File: src/rtl/icon_sched.sv
// Frame-synchronous scheduler for Rojobot icon registers: buffers updates in a shadow and commits them on vsync.
// Optional blink feature enabled by defining ICON_SCHED_BLINK_EN.
module icon_sched #(
  parameter int unsigned BLINK_FRAMES     = 16,
  parameter int unsigned VSYNC_ACTIVE_LOW = 1
) (
  input  logic       clk,
  input  logic       reset_n,
  input  logic       upd_sysregs,
  input  logic [7:0] botinfo_in,
  input  logic [7:0] locx_in,
  input  logic [7:0] locy_in,
  input  logic       vsync,
  output logic [7:0] botinfo_reg,
  output logic [7:0] locx_reg,
  output logic [7:0] locy_reg,
  output logic       icon_en,
  output logic       upd_ack,
  output logic [7:0] drop_cnt
);

  localparam logic VS_ASSERT = (VSYNC_ACTIVE_LOW != 0) ? 1'b0 : 1'b1;
  localparam logic VS_IDLE   = ~VS_ASSERT;

  localparam logic [0:0] IDLE = 1'b0;
  localparam logic [0:0] PEND = 1'b1;

  if (BLINK_FRAMES < 1 || BLINK_FRAMES > 255) begin : g_bad_blink_frames
    $error("icon_sched: BLINK_FRAMES must be in 1..255");
  end

  logic        vs_meta_q, vs_sync_q, vs_prev_q;
  logic        frame_start;
  logic [0:0]  state_q, state_d;
  logic [23:0] shadow_q, shadow_d;
  logic [23:0] disp_q, disp_d;
  logic        ack_q, ack_d;
  logic [7:0]  drop_q, drop_d;

  // The raw vsync level is kept in the flops, so reset parks them at the idle level.
  always_ff @(posedge clk or negedge reset_n) begin
    if (!reset_n) begin
      vs_meta_q <= VS_IDLE;
      vs_sync_q <= VS_IDLE;
      vs_prev_q <= VS_IDLE;
    end else begin
      vs_meta_q <= vsync;
      vs_sync_q <= vs_meta_q;
      vs_prev_q <= vs_sync_q;
    end
  end

  assign frame_start = (vs_sync_q == VS_ASSERT) && (vs_prev_q != VS_ASSERT);

  always_comb begin
    state_d  = state_q;
    shadow_d = shadow_q;
    disp_d   = disp_q;
    ack_d    = 1'b0;
    drop_d   = drop_q;
    case (state_q)
      IDLE: begin
        if (upd_sysregs) begin
          shadow_d = {botinfo_in, locx_in, locy_in};
          state_d  = PEND;
        end
      end
      PEND: begin
        if (frame_start) begin
          disp_d = shadow_q;
          ack_d  = 1'b1;
        end
        // A same-cycle update refills the shadow after its old contents were committed, so nothing is dropped.
        if (upd_sysregs) begin
          shadow_d = {botinfo_in, locx_in, locy_in};
          if (!frame_start && drop_q != 8'hFF) begin
            drop_d = drop_q + 8'd1;
          end
        end else if (frame_start) begin
          state_d = IDLE;
        end
      end
      default: state_d = IDLE;
    endcase
  end

  always_ff @(posedge clk or negedge reset_n) begin
    if (!reset_n) begin
      state_q  <= IDLE;
      shadow_q <= '0;
      disp_q   <= '0;
      ack_q    <= 1'b0;
      drop_q   <= '0;
    end else begin
      state_q  <= state_d;
      shadow_q <= shadow_d;
      disp_q   <= disp_d;
      ack_q    <= ack_d;
      drop_q   <= drop_d;
    end
  end

  assign botinfo_reg = disp_q[23:16];
  assign locx_reg    = disp_q[15:8];
  assign locy_reg    = disp_q[7:0];
  assign upd_ack     = ack_q;
  assign drop_cnt    = drop_q;

`ifdef ICON_SCHED_BLINK_EN
  localparam logic [7:0] FRM_LAST = 8'(BLINK_FRAMES - 1);

  logic [7:0] frm_cnt_q, frm_cnt_d;
  logic       icon_en_q, icon_en_d;

  // Blinking follows the committed status nibble; a zero status parks the counter and shows the icon.
  always_comb begin
    frm_cnt_d = frm_cnt_q;
    icon_en_d = icon_en_q;
    if (disp_q[23:20] == 4'h0) begin
      frm_cnt_d = '0;
      icon_en_d = 1'b1;
    end else if (frame_start) begin
      if (frm_cnt_q == FRM_LAST) begin
        frm_cnt_d = '0;
        icon_en_d = ~icon_en_q;
      end else begin
        frm_cnt_d = frm_cnt_q + 8'd1;
      end
    end
  end

  always_ff @(posedge clk or negedge reset_n) begin
    if (!reset_n) begin
      frm_cnt_q <= '0;
      icon_en_q <= 1'b1;
    end else begin
      frm_cnt_q <= frm_cnt_d;
      icon_en_q <= icon_en_d;
    end
  end

  assign icon_en = icon_en_q;
`else
  assign icon_en = 1'b1;
`endif

endmodule

File: config.mk
export PLATFORM = sky130hd
export DESIGN_NAME = icon_sched
export DESIGN_NICKNAME = d
export VERILOG_FILES = /design/src/rtl/icon_sched.sv
export SDC_FILE = /design/constraint.sdc
export NUM_CORES = 1
export LEC_CHECK = 0
export BUFFER_PORTS_ARGS = -buffer_cell sky130_fd_sc_hd__buf_2
export CAP_MARGIN = 0
export CORE_MARGIN = 1
export CORE_UTILIZATION = 50
export CTS_BUF_LIST = sky130_fd_sc_hd__clkbuf_8
export DETAILED_ROUTE_END_ITERATION = 8
export GPL_TIMING_DRIVEN = 1
export PLACE_DENSITY = 0.8
export SETUP_SLACK_MARGIN = 0.05
export SYNTH_ARGS = -nofsm -noshare
export SYNTH_HDL_FRONTEND = slang
export SYNTH_SLANG_ARGS = --single-unit
File: constraint.sdc
create_clock -name clk -period 1.7 [get_ports clk]
set_input_delay 0.085 -clock clk [delete_from_list [all_inputs] [get_ports clk]]
set_output_delay 0.085 -clock clk [all_outputs]
set_load 0.01 [all_outputs]
# Yosys cells after proc, flatten, opt, wreduce, memory -nomap -nowiden
# Cells that the tools add are included.
# totals
regBits,61
in_bits,28
out_inout_bits,34
elab_cells,24
# classes
add_sub_neg,1
eq_ne,1
muxes,7
n_bitwise,2
reduce_logical,5
# ops
op,n
24-bit 2-to-1 mux,1
8-bit by 1-bit adder with 8-bit output (second input constant),1
8-bit != test (second input constant),1
1-bit 2-to-1 mux,5
3-bit AND reduction,1
1-bit logical AND,2
1-bit inverter,2
1-bit one-hot mux with 2 select lines,1
2-bit AND reduction,1
1-bit logical NOT,1

# Depth between registers and ports, before layout
# logic_depth
ltp_word,5
mapped_depth,5
ltp_nobuf,5

# Worst setup path after synthesis
# No wires, ideal clock.
# synth_path
kind,register to register
start,reg drop_q[0] (netlist: drop_cnt[0])
end,reg drop_q[1] (netlist: drop_cnt[1])
setup_time_ps,125
arrival_time_ps,1379
t_required_ps,1575
path_slack_ps,196
stages_incl_launch_ff,6
n_path_buf,0
synth_period_minus_slack_ps,1504
cell_sequence,dfrtp_1 ha_1 nand3_1 nand2b_2 nor3b_4 mux2_4
# synth_via
elab_chain_cells,3
elab_cells_between_ends,4
classes_between,1 x add/sub; 1 x eq/ne; 2 x reduce/logical
# synth_lines
item,line,text
"start, declared",38,"logic [7:0] drop_q, drop_d;"
"start signal, assigned",99,drop_q <= drop_d;
branches (longest 3 deep; another with 8-bit by 1-bit adder with 8-bit output),-,
# Several ways; the timed one is not identified.
# A chain may end at the register's enable or synchronous reset.

# Worst setup path in the final report
# Same ends and word-level chain as after synthesis.

==> flow_summary.json <==
{
  "yosys.cell_count.top_type": "dfrtp_1",
  "first_iter_violations": 76,
  "synthDistinctLibCells": 27,
  "hold_ws_ns": 0.0106,
  "path_class": "register to register",
  "insertion_delay_ns": 0.33,
  "drt-vias-per-instance": 5.04,
  "endpoint": "drop_cnt[1]",
  "initial_core_util": 0.533,
  "ioPinCount": 62,
  "final-setup-viol-count": 0,
  "chipHeight_um": 71.0,
  "ys.warnings.count": 0,
  "htreeDepth": 3,
  "path_cells": "ha_1, nand3_1, nand2b_2, nor3b_4, mux2_4",
  "clock-sinks": 61,
  "leakagePower_nw": 1.52,
  "synthTopCellsByCount": "dfrtp_1, mux2_2, nand3_1, xnor2_1",
  "area_growth_pct": 34.8,
  "drc_errors": 4,
  "tns_ns": 0,
  "fp.dieW_um": 71.0,
  "ys.flop_type": "dfrtp_1",
  "r2r-start": "drop_cnt[0]",
  "grt_pass1_vias": 1567,
  "final_layout_size_suffix_gt1_frac": 0.560,
  "syn_nets": 176,
  "finalCritPeriodShare": 0.921,
  "dpl_cell_area_mm2": 0.00279,
  "nets": 272,
  "drtPass1Iterations": 6,
  "yosys_register_bits": 61,
  "path_clk_slew_ns": 0.06,
  "worstRegToRegCells": 5,
  "critical_path.max_fanout": 4,
  "drt-total-wl_um": 4480,
  "violations": "design-rule violations",
  "wl_per_cell_um": 14.9,
  "startpoint": "drop_cnt[0]",
  "grt_max_degree": 25,
  "end_kind": "register",
  "yosys-top-cells-area": "dfrtp_1, mux2_2, dfstp_2, xnor2_1, a2111oi_4",
  "die_area_mm2": 0.00505,
  "core-area_mm2": 0.00447,
  "hold_viol": 0,
  "fin_area_mm2": 0.00321,
  "cts_buffers": 9,
  "cts_hold_buf": 23,
  "fin_crit_ns": 1.56,
  "grt_use_total": 0.199,
  "syn_avg_cell_area_um2": 16.2,
  "rsz0062_at_grt": "false",
  "antenna_cells": 0,
  "finalMaxSlewViolations": 0,
  "antenna_found_initial": 0,
  "dpl.hpwl_um": 2890,
  "cp_slowest_stage_delay_ns": 0.42,
  "min_path_cells": 2,
  "max_freq_mhz": 639,
  "hp-class": "input port to register",
  "clock_skew_ns": 0.00660,
  "yosysTopAreaCell": "dfrtp_1",
  "grt_pass1_wl_um": 7400,
  "synth_area_mm2": 0.00238,
  "post_cts_buffers": 0,
  "cts_buffer_depth": 2,
  "vias": 1511,
  "cts_resized": 0,
  "required_ns": 1.91,
  "cts_tree": "done",
  "synthCells": 147,
  "status": "finished, violations left",
  "synth_seq_area_share": 0.642,
  "yosysTopAreaCellShare": 0.609,
  "ir_worst_vdd_mv": 0.775,
  "std_cell_rows": 24,
  "r2r-end": "drop_cnt[1]",
  "place_ws_ns": 0.155,
  "port_buffers": 60,
  "arrival_ns": 1.77,
  "overflow": 0,
  "ant_nets": 0,
  "synth_edf_count": 0,
  "startpoint_type": "register",
  "cap_violations": 0,
  "ff2ff_setup_slack_ns": 0.14,
  "critPathSlowestCell": "dfrtp_1",
  "setup_ws_ns": 0.135,
  "root_buffer": "clkbuf_8",
  "p_per_area_mw_per_mm2": 1210,
  "synth_async_sr_flop_share": 1.00,
  "gp_congestion": 0.817
}
==> routing by layer <==
metal  global-route usage  vias to the layer above  share of wire
met4               0.0867                        0          0.014
met5                    0                        -              0
li1                     -                      709              -
met2                0.315                       46           0.49
met3               0.0712                        7          0.061
met1                0.247                      749           0.44
==> power by group <==
group / internal, mW / switching, mW
Sequential: 1.72 / 0.203
Combinational: 0.462 / 0.370
Clock: 0.630 / 0.502
Total: 2.82 / 1.07
==> worst min path at each step <==
stage	start	to	slack [ns]
after floorplan	reset_n	disp_q[0]	-0.21
after global placement	reset_n	drop_cnt[5]	0.05
after detailed placement	reset_n	drop_cnt[5]	0.06
after CTS	locy_in[2]	shadow_q[2]	0.00003
after global routing	locy_in[3]	shadow_q[3]	0.004
final	locy_in[2]	shadow_q[2]	0.01
==> flip-flops by register name, summed over array words and instances (netlist names) <==
signal and count:
disp_q 24, drop_cnt 8, shadow_q 24, state_q 1, upd_ack 1, vs_meta_q 1, vs_prev_q 1, vs_sync_q 1
==> cell type report <==
type	instances	area [µm²]
Clock inverter	4	16.3
Tap cell	52	65.1
Sequential cell	61	1530
Timing Repair Buffer	91	631
Multi-Input combinational cell	77	795
Inverter	3	11.3
Clock buffer	12	165
Fill cell	294	1260
==> kinds of logic after synthesis <==
group	synth area share
buffers and inverters	0.0247
multiplexers	0.237
flip-flops	0.642
AO/OA/AOI/OAI	0.0210
XOR/XNOR	0.0184
other	0.00157
adder cells (fa/ha/maj)	0.00525
AND/OR/NAND/NOR	0.0499
==> layout by cell type, fill, tap and decap left out <==
master and n:
buf_2 60, dfrtp_1 58, mux2_2 48, dlygate4sd3_1 24, clkbuf_8 12, inv_1 6
nand3_1 4, xnor2_1 4, buf_4 4, buf_12 3, dfstp_2 3, o21bai_1 2
nand4_1 2, nor3_1 2, and2b_4 1, nand2_2 1, nand2_4 1, or3_1 1
a21boi_1 1, and4_4 1, nand2b_2 1, a2111oi_4 1, nand2_1 1, mux2i_1 1
nor3b_4 1, mux2_4 1, xor2_1 1, ha_1 1, conb_1 1, clkinv_2 1
==> worst max-delay path, delay by kind of cell (launching register included) <==
family / cells / cell delay [ns]
flops: 1 / 0.42
fa+ha+maj: 1 / 0.23
mux: 1 / 0.32
simple gates: 3 / 0.49
==> stage by stage <==
step	instances	power, mW	utilization
6_report	300	3.89	0.718
3_3_place_gp	260	2.71	0.624
3_5_place_dp	260	2.74	0.624
5_1_grt	300	4.10	0.718
2_1_floorplan	147	2.37	-
4_1_cts	299	3.93	0.716
(Power assumes the default switching activity.)
